<file path="src/rtl/modexp_mont.sv">
// Bit-serial radix-2 Montgomery modular exponentiation, C = M^E mod P, left-to-right square-and-multiply.
// Define MODEXP_CT_EN for constant-time operation (MUL runs for every exponent bit, result discarded on zero bits).
module modexp_mont #(
    parameter int WIDTH = 8
) (
    input  logic             clk,
    input  logic             rst,
    input  logic             en,
    input  logic             start,
    input  logic [WIDTH-1:0] p,
    input  logic [WIDTH-1:0] e,
    input  logic [WIDTH-1:0] m,
    input  logic [WIDTH-1:0] const_r2,
    output logic [WIDTH-1:0] c,
    output logic             eoc,
    output logic             done,
    output logic             busy,
    output logic             err
);

`ifdef MODEXP_CT_EN
    localparam bit CT = 1'b1;
`else
    localparam bit CT = 1'b0;
`endif

    localparam int CW = $clog2(WIDTH + 1);
    localparam int BW = (WIDTH > 1) ? $clog2(WIDTH) : 1;
    localparam int UW = WIDTH + 2;

    typedef enum logic [2:0] {
        IDLE, CHECK, TOMONT, INITX, SQR, MUL, FROMMONT, FIN
    } state_t;

    state_t            state_q, state_d;
    logic [WIDTH-1:0]  p_q, p_d, e_q, e_d, m_q, m_d, r2_q, r2_d;
    logic [WIDTH-1:0]  mbar_q, mbar_d, x_q, x_d;
    logic [UW-1:0]     u_q, u_d;
    logic [CW-1:0]     cnt_q, cnt_d;
    logic [BW-1:0]     bit_q, bit_d;
    logic [WIDTH-1:0]  c_q, c_d;
    logic              eoc_q, eoc_d, done_q, done_d, busy_q, busy_d, err_q, err_d;

    logic [WIDTH-1:0]  op_a, op_b;
    logic              a_bit, e_bit, last, bad_op;
    logic [UW-1:0]     u_add, u_odd, u_step, u_fin;
    logic [WIDTH-1:0]  res;

    // Operand selection for the Montgomery product running in the current state
    always_comb begin
        op_a = '0;
        op_b = '0;
        case (state_q)
            TOMONT:   begin op_a = m_q;          op_b = r2_q;   end
            INITX:    begin op_a = WIDTH'(1);    op_b = r2_q;   end
            SQR:      begin op_a = x_q;          op_b = x_q;    end
            MUL:      begin op_a = x_q;          op_b = mbar_q; end
            FROMMONT: begin op_a = x_q;          op_b = WIDTH'(1); end
            default:  begin op_a = '0;           op_b = '0;     end
        endcase
    end

    assign a_bit  = |(op_a & (WIDTH'(1) << cnt_q));
    assign e_bit  = |(e_q & (WIDTH'(1) << bit_q));
    assign last   = (cnt_q == CW'(WIDTH));
    assign bad_op = ~p_q[0] | (p_q < WIDTH'(3)) | (r2_q >= p_q);

    // u stays below 2P, so the sum u + b + P fits in WIDTH+2 bits
    assign u_add  = u_q + (a_bit ? {2'b00, op_b} : '0);
    assign u_odd  = u_add + (u_add[0] ? {2'b00, p_q} : '0);
    assign u_step = u_odd >> 1;
    assign u_fin  = (u_q >= {2'b00, p_q}) ? (u_q - {2'b00, p_q}) : u_q;
    assign res    = WIDTH'(u_fin);

    always_comb begin
        state_d = state_q;
        p_d     = p_q;
        e_d     = e_q;
        m_d     = m_q;
        r2_d    = r2_q;
        mbar_d  = mbar_q;
        x_d     = x_q;
        u_d     = u_q;
        cnt_d   = cnt_q;
        bit_d   = bit_q;
        c_d     = c_q;
        eoc_d   = 1'b0;
        done_d  = done_q;
        busy_d  = busy_q;
        err_d   = err_q;
        case (state_q)
            IDLE: begin
                if (start) begin
                    p_d     = p;
                    e_d     = e;
                    m_d     = m;
                    r2_d    = const_r2;
                    done_d  = 1'b0;
                    err_d   = 1'b0;
                    busy_d  = 1'b1;
                    state_d = CHECK;
                end
            end
            CHECK: begin
                u_d   = '0;
                cnt_d = '0;
                if (bad_op) begin
                    err_d   = 1'b1;
                    c_d     = '0;
                    state_d = FIN;
                end else begin
                    state_d = TOMONT;
                end
            end
            TOMONT, INITX, SQR, MUL, FROMMONT: begin
                if (!last) begin
                    u_d   = u_step;
                    cnt_d = cnt_q + CW'(1);
                end else begin
                    u_d   = '0;
                    cnt_d = '0;
                    case (state_q)
                        TOMONT: begin
                            mbar_d  = res;
                            state_d = INITX;
                        end
                        INITX: begin
                            x_d     = res;
                            bit_d   = BW'(WIDTH - 1);
                            state_d = SQR;
                        end
                        SQR: begin
                            x_d = res;
                            if (CT || e_bit) begin
                                state_d = MUL;
                            end else if (bit_q == '0) begin
                                state_d = FROMMONT;
                            end else begin
                                bit_d   = bit_q - BW'(1);
                                state_d = SQR;
                            end
                        end
                        MUL: begin
                            // In constant-time mode a zero bit still costs a product, which is dropped here
                            if (e_bit) x_d = res;
                            if (bit_q == '0) begin
                                state_d = FROMMONT;
                            end else begin
                                bit_d   = bit_q - BW'(1);
                                state_d = SQR;
                            end
                        end
                        FROMMONT: begin
                            c_d     = res;
                            state_d = FIN;
                        end
                        default: state_d = IDLE;
                    endcase
                end
            end
            FIN: begin
                eoc_d   = 1'b1;
                done_d  = 1'b1;
                busy_d  = 1'b0;
                state_d = IDLE;
            end
            default: state_d = IDLE;
        endcase
    end

    always_ff @(posedge clk) begin
        if (rst) begin
            state_q <= IDLE;
            cnt_q   <= '0;
            bit_q   <= '0;
            c_q     <= '0;
            eoc_q   <= 1'b0;
            done_q  <= 1'b0;
            busy_q  <= 1'b0;
            err_q   <= 1'b0;
        end else if (en) begin
            state_q <= state_d;
            cnt_q   <= cnt_d;
            bit_q   <= bit_d;
            c_q     <= c_d;
            eoc_q   <= eoc_d;
            done_q  <= done_d;
            busy_q  <= busy_d;
            err_q   <= err_d;
        end
    end

    always_ff @(posedge clk) begin
        if (en) begin
            p_q    <= p_d;
            e_q    <= e_d;
            m_q    <= m_d;
            r2_q   <= r2_d;
            mbar_q <= mbar_d;
            x_q    <= x_d;
            u_q    <= u_d;
        end
    end

    assign c    = c_q;
    assign eoc  = eoc_q & en;
    assign done = done_q;
    assign busy = busy_q;
    assign err  = err_q;

endmodule

</file>
<file path="config.mk">
export PLATFORM = sky130hd
export DESIGN_NAME = modexp_mont
export DESIGN_NICKNAME = d
export VERILOG_FILES = /design/src/rtl/modexp_mont.sv
export SDC_FILE = /design/constraint.sdc
export NUM_CORES = 1
export LEC_CHECK = 0
export BUFFER_PORTS_ARGS = -buffer_cell sky130_fd_sc_hd__buf_2
export CORE_MARGIN = 2
export CORE_UTILIZATION = 40
export DETAILED_ROUTE_END_ITERATION = 16
export HOLD_SLACK_MARGIN = 0.06
export MAX_ROUTING_LAYER = met4
export RECOVER_POWER = 25
export SYNTH_ARGS = -nofsm -noshare
export SYNTH_HDL_FRONTEND = slang
export SYNTH_SLANG_ARGS = --single-unit
</file>
<file path="constraint.sdc">
create_clock -name clk -period 9.1 [get_ports clk]
set_input_delay 1.365 -clock clk [delete_from_list [all_inputs] [get_ports clk]]
set_output_delay 1.365 -clock clk [all_outputs]
set_load 0.01 [all_outputs]
</file>
==> flow_summary.toml, run 1 <==
[clock_network]
insertion_delay_ns = 0.35
ctsResizeCount = 0
clock_sinks = 79
cts_hold_buf = 0
post-cts-setup-buffers = 0
cts-root-buf = "clkbuf_16"
cts_tree = "built"
h-tree-depth = 3
clk_pin_slew_ns = 0.06
cts_buffers = 9
cts_buffer_depth = 2

[sta]
post-route-period-util_pct = 55.1
tns_ns = 0
fin_skew_ns = 0.00792
rsz0062_at_grt = "no"
slew_violations = 0
fin_ws_ns = 4.08
hold_viol = 0
relSlewSlack_pct = 37.0
period_minus_slack_ns = 5.02
tightest_slew_ns = 0.944
setup_viol = 0
fmax_mhz = 199

[floorplan]
die_h_um = 112
ios = 48
die-area_um2 = 12500
rows = 39
start_util_pct = 40.8
core_area_um2 = 11400
die_x_um = 112

[critical_path]
start_kind = "flip-flop"
r2r-start = "cnt_q[0]"
path_delay_family = "compound AO/OA/AOI/OAI gates"
crit_path_max_fanout = 9
critPathSlowestCell = "dfxtp_1"
crit_required_ns = 9.19
crit_buf_inv = 1
r2r_slack_ns = 4.08
slowest_delay_ns = 0.42
cp_cell_sequence = "inv_1 > ha_1 > a222oi_1 > a21oi_1 > a221oi_1 > o22ai_1 > o21bai_2 > nor2_1 > ha_1 > a21oi_1 > nor2b_1 > o21ai_1 > nand2b_1 > a21oi_1 > xnor2_1 > ha_1 > and2_1 > a31oi_1 > o21ai_1 > or3_1 > a21oi_1 > or3_1 > a21oi_1"
r2r_cells = 23
path_common_cell = "a21oi_1"
crit_arrival_ns = 5.10
path_class = "reg2reg"
end_kind = "flip-flop"
reg2reg_to = "u_q[8]"

[routing]
wl_per_cell_um = 16.3
detail-route-antenna-nets = 0
wirelength_um = 10400
firstDrtPassIters = 5
wl_met2_um = 4860
highest_layer = "met4"
vias = 3538
met1Wirelength_um = 4840
wl_met3_um = 549
drc_errors = 0
vias_per_cell = 5.51
drt_iter0_markers = 222

[logic_synthesis]
ys_warn_count = 0
synth_top_area_share_pct = 36.9
synth_edf_count = 57
synth_area_leaders = "edfxtp_1 (37%), ha_1 (11%), dfxtp_1 (9.5%)"
netlist_top_cells_count = "edfxtp_1 (57), nor2_1 (43), ha_1 (42), a21oi_1 (33), nand2_1 (32)"
synthCells = 448
synthFlopType = "edfxtp_1"
yosysMostFrequentCell = "edfxtp_1"
syn-num-nets = 529
postSynth.asyncResetShare_pct = 0
seq_area_frac_synth_pct = 46.4
synth_area_leader_cell = "edfxtp_1"
syn_area_per_cell_um2 = 10.4
synth-seq-cells = 79
yosysUniqueCellTypes = 56
synth_area_um2 = 4640

[power]
comb_power_share_pct = 12.8
switching_share_pct = 23.8
peakVddDrop_mv = 0.115
p_seq_share_pct = 45.9
p_per_area_nw_per_um2 = 170
p_leak_nw = 2.11
switching_power_mw = 0.216
power.clock.fraction_pct = 41.3
p_int_mw = 0.689

[grt]
antenna_found_initial = 0
grt_max_degree = 27
overflow = 0
grt_usage_pct = 18.4
grt_pass1_vias = 3496
grt_pass1_wl_um = 17300

[layout]
fill_cells = 1045
finalNetCount = 575
drive_gt1_share_pct = 15.2
seq_area_um2 = 2150
fin_cells = 642
final_area_um2 = 5310
antennaDiodeCount = 0
syn_to_final_growth_pct = 14.3
multiInputGateArea_um2 = 2330

[placement]
hpwl_um = 7950
port_buffers = 47
post-place-ws_ns = 4.18
dpl-instance-area_um2 = 5000
place_congestion = 0.839
place_inst = 626

[run_status]
status = "finished clean"

[hold_path]
holdPathEnd = "busy"
hold_class = "reg2reg"
whs_path_depth = 2
hold_start = "busy"

[flow_run]
maxCapViolations = 0
-- cells in the final DEF, fill, tap and decap left out, types with 6 or more instances in the layout --
master,instances
edfxtp_1,57
buf_2,46
nor2_1,43
ha_1,42
a21oi_1,33
nand2_1,32
inv_1,22
dfxtp_1,22
a22oi_1,13
a22o_1,11
o21ai_0,11
nand3_1,10
and2_1,10
nand2b_1,9
clkbuf_16,9
xnor2_1,8
nor2b_1,8
or3_1,7
o21ai_1,7
mux2_2,7
a211oi_1,7
nor3_1,7
o21a_1,6
-- kinds of logic (layout without fill, tap and decap cells) --
group / count (synthesis) / after routing / share of synthesized area (%)
XOR/XNOR: 12 / 12 / 2.27
AO/OA/AOI/OAI: 121 / 121 / 17.9
AND/OR/NAND/NOR: 144 / 144 / 15.3
adder cells (fa/ha/maj): 45 / 45 / 12.6
flip-flops: 79 / 79 / 46.4
buffers and inverters: 38 / 89 / 3.40
multiplexers: 9 / 9 / 2.16
-- routing by layer --
layer  vias to the layer above  global-route usage, %
met5                         -                      -
met4                         0                   6.42
met3                        19                   5.17
met2                        98                   28.6
met1                      1666                   23.3
li1                       1755                      -
-- power groups by stage --
stage | Combinational [mW] | Sequential (mW) | Clock, mW
floorplan | 0.0861 | 0.417 | 0
detailed placement | 0.116 | 0.422 | 0
finish | 0.116 | 0.415 | 0.374
global placement | 0.113 | 0.422 | 0
global route | 0.132 | 0.416 | 0.400
CTS | 0.116 | 0.414 | 0.383
-- how the worst max path moves through the flow --
stage | start | endpoint | slack [ns] | cells after the start
floorplan | cnt_q[0] | u_q[8] | 4.81 | 23
global placement | cnt_q[1] | u_q[8] | 4.38 | 23
detailed placement | cnt_q[0] | u_q[8] | 4.18 | 23
CTS | cnt_q[0] | u_q[8] | 4.12 | 23
global route | cnt_q[0] | u_q[8] | 3.61 | 23
finish | cnt_q[0] | u_q[8] | 4.08 | 23
-- cell type report --
cell class,instances,share of cell area [%]
multi-input cells,331,43.9
flip-flops and latches,79,40.6
repair buffers,49,4.69
clock buffers,11,4.39
well taps,143,3.37
inverters,24,1.70
clock inverters,5,1.37
-- sequential cells by signal, indices dropped and copies added, names as in the netlist, 3 cells and up --
| register | count |
|---|---|
| bit_q | 3 |
| c | 8 |
| cnt_q | 4 |
| e_q | 8 |
| m_q | 8 |
| mbar_q | 8 |
| p_q | 8 |
| r2_q | 8 |
| state_q | 3 |
| u_q | 9 |
| x_q | 8 |
-- through the flow --
| stage | power (mW) | hold WS (ns) | utilization (%) |
|---|---|---|---|
| 2_1_floorplan | 0.503 | 0.446 | - |
| 3_3_place_gp | 0.534 | 0.440 | 44.0 |
| 3_5_place_dp | 0.537 | 0.451 | 44.0 |
| 4_1_cts | 0.913 | 0.459 | 46.7 |
| 5_1_grt | 0.947 | 0.479 | 46.7 |
| 6_report | 0.904 | 0.461 | 46.7 |
-- worst reg2reg max path, cell delays in order (launching register included) --
cell      delay (ns)
dfxtp_1         0.42
inv_1           0.10
ha_1            0.25
a222oi_1        0.32
a21oi_1         0.11
a221oi_1        0.31
o22ai_1         0.16
o21bai_2        0.35
nor2_1          0.11
ha_1            0.28
a21oi_1         0.14
nor2b_1         0.07
o21ai_1         0.20
nand2b_1        0.08
a21oi_1         0.17
xnor2_1         0.14
ha_1            0.30
and2_1          0.20
a31oi_1         0.16
o21ai_1         0.14
or3_1           0.36
a21oi_1         0.17
or3_1           0.14
a21oi_1         0.06
No activity file was read; power rests on OpenSTA's default activity.
==> run 2: changes to the inputs <==
Settings changed: ABC_AREA from default to 1.
Clock period 9.1 ns to 4.1 ns, I/O delays scaled along.
==> flow_summary.toml, run 2 <==
[run_status]
status = "finished clean"

[floorplan]
die_x_um = 117
ios = 48
start_util_pct = 40.9
die_h_um = 117
die-area_um2 = 13800
core_area_um2 = 12600
rows = 41

[sta]
period_minus_slack_ns = 3.83
slew_violations = 0
fin_skew_ns = 0.00719
rsz0062_at_grt = "yes"
hold_viol = 0
tightest_slew_ns = 1.28
tns_ns = 0
relSlewSlack_pct = 13.7
post-route-period-util_pct = 93.4
fmax_mhz = 261
setup_viol = 0

[power]
peakVddDrop_mv = 0.194
switching_power_mw = 0.786
p_seq_share_pct = 40.8
switching_share_pct = 32.5
p_int_mw = 1.63
power.clock.fraction_pct = 35.0
p_leak_nw = 2.83
p_total_mw = 2.42
p_per_area_nw_per_um2 = 404
comb_power_share_pct = 24.2

[routing]
vias_per_cell = 5.04
firstDrtPassIters = 5
drt_iter0_markers = 284
wl_per_cell_um = 14.7
vias = 4428
detail-route-antenna-nets = 0
wirelength_um = 12900
drc_errors = 0

[logic_synthesis]
synth_top_area_share_pct = 33.3
syn_area_per_cell_um2 = 8.04
netlist_top_cells_count = "nand2_1 (168), inv_1 (99), edfxtp_1 (57), nor2_1 (52), ha_1 (42)"
synth_area_leaders = "edfxtp_1 (33%), nand2_1 (12%), ha_1 (10%)"
yosysUniqueCellTypes = 41
yosysMostFrequentCell = "nand2_1"
postSynth.asyncResetShare_pct = 0
ys_warn_count = 0
synthCells = 639
synth-seq-cells = 79
synth_area_um2 = 5130
syn-num-nets = 720
seq_area_frac_synth_pct = 41.9
synthFlopType = "edfxtp_1"
synth_area_leader_cell = "edfxtp_1"
synth_edf_count = 57

[placement]
place_congestion = 0.946
port_buffers = 47
hpwl_um = 9840
place_inst = 856
dpl-instance-area_um2 = 5570

[critical_path]
r2r_cells = 22
path_class = "reg2reg"
r2r_slack_ns = 0.27
crit_path_end = "u_q[8]"
crit_path_max_fanout = 6
path_common_cell = "nand2_1"
slowest_delay_ns = 0.43
worstSetupStartpoint = "state_q[1]"
crit_required_ns = 4.20
end_kind = "flip-flop"
cp_cell_sequence = "inv_2 > nor2_4 > buf_4 > inv_1 > o22ai_1 > a221oi_1 > a21oi_1 > ha_2 > inv_1 > fa_1 > o21ai_2 > buf_4 > xor2_1 > ha_1 > nand2_1 > nand2_1 > nand3_1 > nand3_1 > nand2_1 > nand2_1 > nand3b_1 > a21oi_1"
start_kind = "flip-flop"
crit_cells = 22
r2r-start = "state_q[1]"
crit_arrival_ns = 3.92
crit_buf_inv = 5
critPathSlowestCell = "fa_1"
path_delay_family = "adder cells"
reg2reg_to = "u_q[8]"

[layout]
final_cell_mix = "nand2_1 (166), inv_1 (98), edfxtp_1 (57)"
finalNetCount = 782
final_area_um2 = 5990
fill_cells = 1231
syn_to_final_growth_pct = 16.7
fin_cells = 878
top_register = "u_q"
antennaDiodeCount = 0
final_core_util_pct = 47.7
drive_gt1_share_pct = 15.9
largest_register_ffs = 9
layout_commonest_cell = "nand2_1"

[grt]
grt_usage_pct = 19.9
antenna_found_initial = 0
grt_pass1_vias = 4233
overflow = 0
grt_max_degree = 23
grt_pass1_wl_um = 20900

[hold_path]
hold_class = "in2reg"

[clock_network]
clk_pin_slew_ns = 0.07
h-tree-depth = 3
cts_tree = "built"
clock_sinks = 79
cts-root-buf = "clkbuf_16"
cts_hold_buf = 0
insertion_delay_ns = 0.35
cts_buffers = 9
cts_buffer_depth = 2

[flow_run]
maxCapViolations = 0
[run 2: cell types whose count changed in the layout (fill, tap and decap cells not counted), moves of 7 or more]
cell	before	now
nand3_1	10	39
nor2b_1	8	0
nand4_1	4	19
or3_1	7	0
mux2_2	7	0
nand2_1	32	166
a22oi_1	13	5
inv_1	22	98
nand2b_1	9	0
nor2_1	43	50
nand2_2	0	7
a22o_1	11	0
[run 2: how the worst min path moves through the flow]
stage / start / endpoint / slack [ns] / depth (start not counted)
after floorplan: eoc_q / eoc_q / 0.44 / 2
after global placement: done / done / 0.45 / 2
after detailed placement: busy / busy / 0.46 / 2
after CTS: e[3] / e_q[3] / 0.42 / 1
after global routing: e[0] / e_q[0] / 0.42 / 1
final: e[3] / e_q[3] / 0.44 / 1
[run 2: repair_timing]
action | 4_1_cts | 5_1_grt
endpoints found under the setup margin | 0 | 6
resized for setup | 0 | 22
setup buffers | 0 | 5
[run 2: power groups by stage]
stage | logic [mW] | registers, mW | clock network [mW]
2_1_floorplan | 0.414 | 0.985 | 0
3_3_place_gp | 0.554 | 1.00 | 0
6_report | 0.585 | 0.987 | 0.847
3_5_place_dp | 0.562 | 0.999 | 0
5_1_grt | 0.668 | 0.992 | 0.893
4_1_cts | 0.566 | 0.984 | 0.861
[run 2: logic make-up after synthesis]
kind of cell	synth area share, %
flip-flops	41.9
AO/OA/AOI/OAI	8.26
AND/OR/NAND/NOR	27.6
adder cells (fa/ha/maj)	11.4
buffers and inverters	8.75
XOR/XNOR	2.05
[run 2: worst register-to-register path, cell delays in order, from the launching register on]
cell	delay, ns
dfxtp_1	0.40
inv_2	0.10
nor2_4	0.18
buf_4	0.15
inv_1	0.10
o22ai_1	0.19
a221oi_1	0.08
a21oi_1	0.15
ha_2	0.25
inv_1	0.07
fa_1	0.43
o21ai_2	0.20
buf_4	0.14
xor2_1	0.17
ha_1	0.32
nand2_1	0.10
nand2_1	0.07
nand3_1	0.07
nand3_1	0.10
nand2_1	0.09
nand2_1	0.07
nand3b_1	0.09
a21oi_1	0.07
[run 2: layout make-up]
type / instances / area [um^2] / share of cell area, %
Clock inverter: 7 / 85.1 / 1.42
Tap cell: 172 / 215 / 3.59
Sequential cell: 79 / 2160 / 36.0
Inverter: 107 / 407 / 6.78
Multi-Input combinational cell: 448 / 2590 / 43.2
Clock buffer: 9 / 225 / 3.76
Timing Repair Buffer: 56 / 315 / 5.26
[run 2: through the flow]
stage | hold slack, ns | setup WS, ns
after global routing | 0.419 | -0.0524
after CTS | 0.423 | 0.00312
after floorplan | 0.444 | 0.452
after global placement | 0.450 | 0.138
after detailed placement | 0.460 | 0.0546
final | 0.435 | 0.273
[run 2: metal layers]
layer | vias up | part of all wire (%) | routed length (um) | GRT usage, %
met4 | 0 | 2.5 | 324 | 8.73
met1 | 2055 | 48 | 6240 | 26.7
met2 | 116 | 45 | 5780 | 29.5
met5 | - | 0 | 0 | -
met3 | 26 | 4.4 | 565 | 3.55
li1 | 2231 | - | - | -
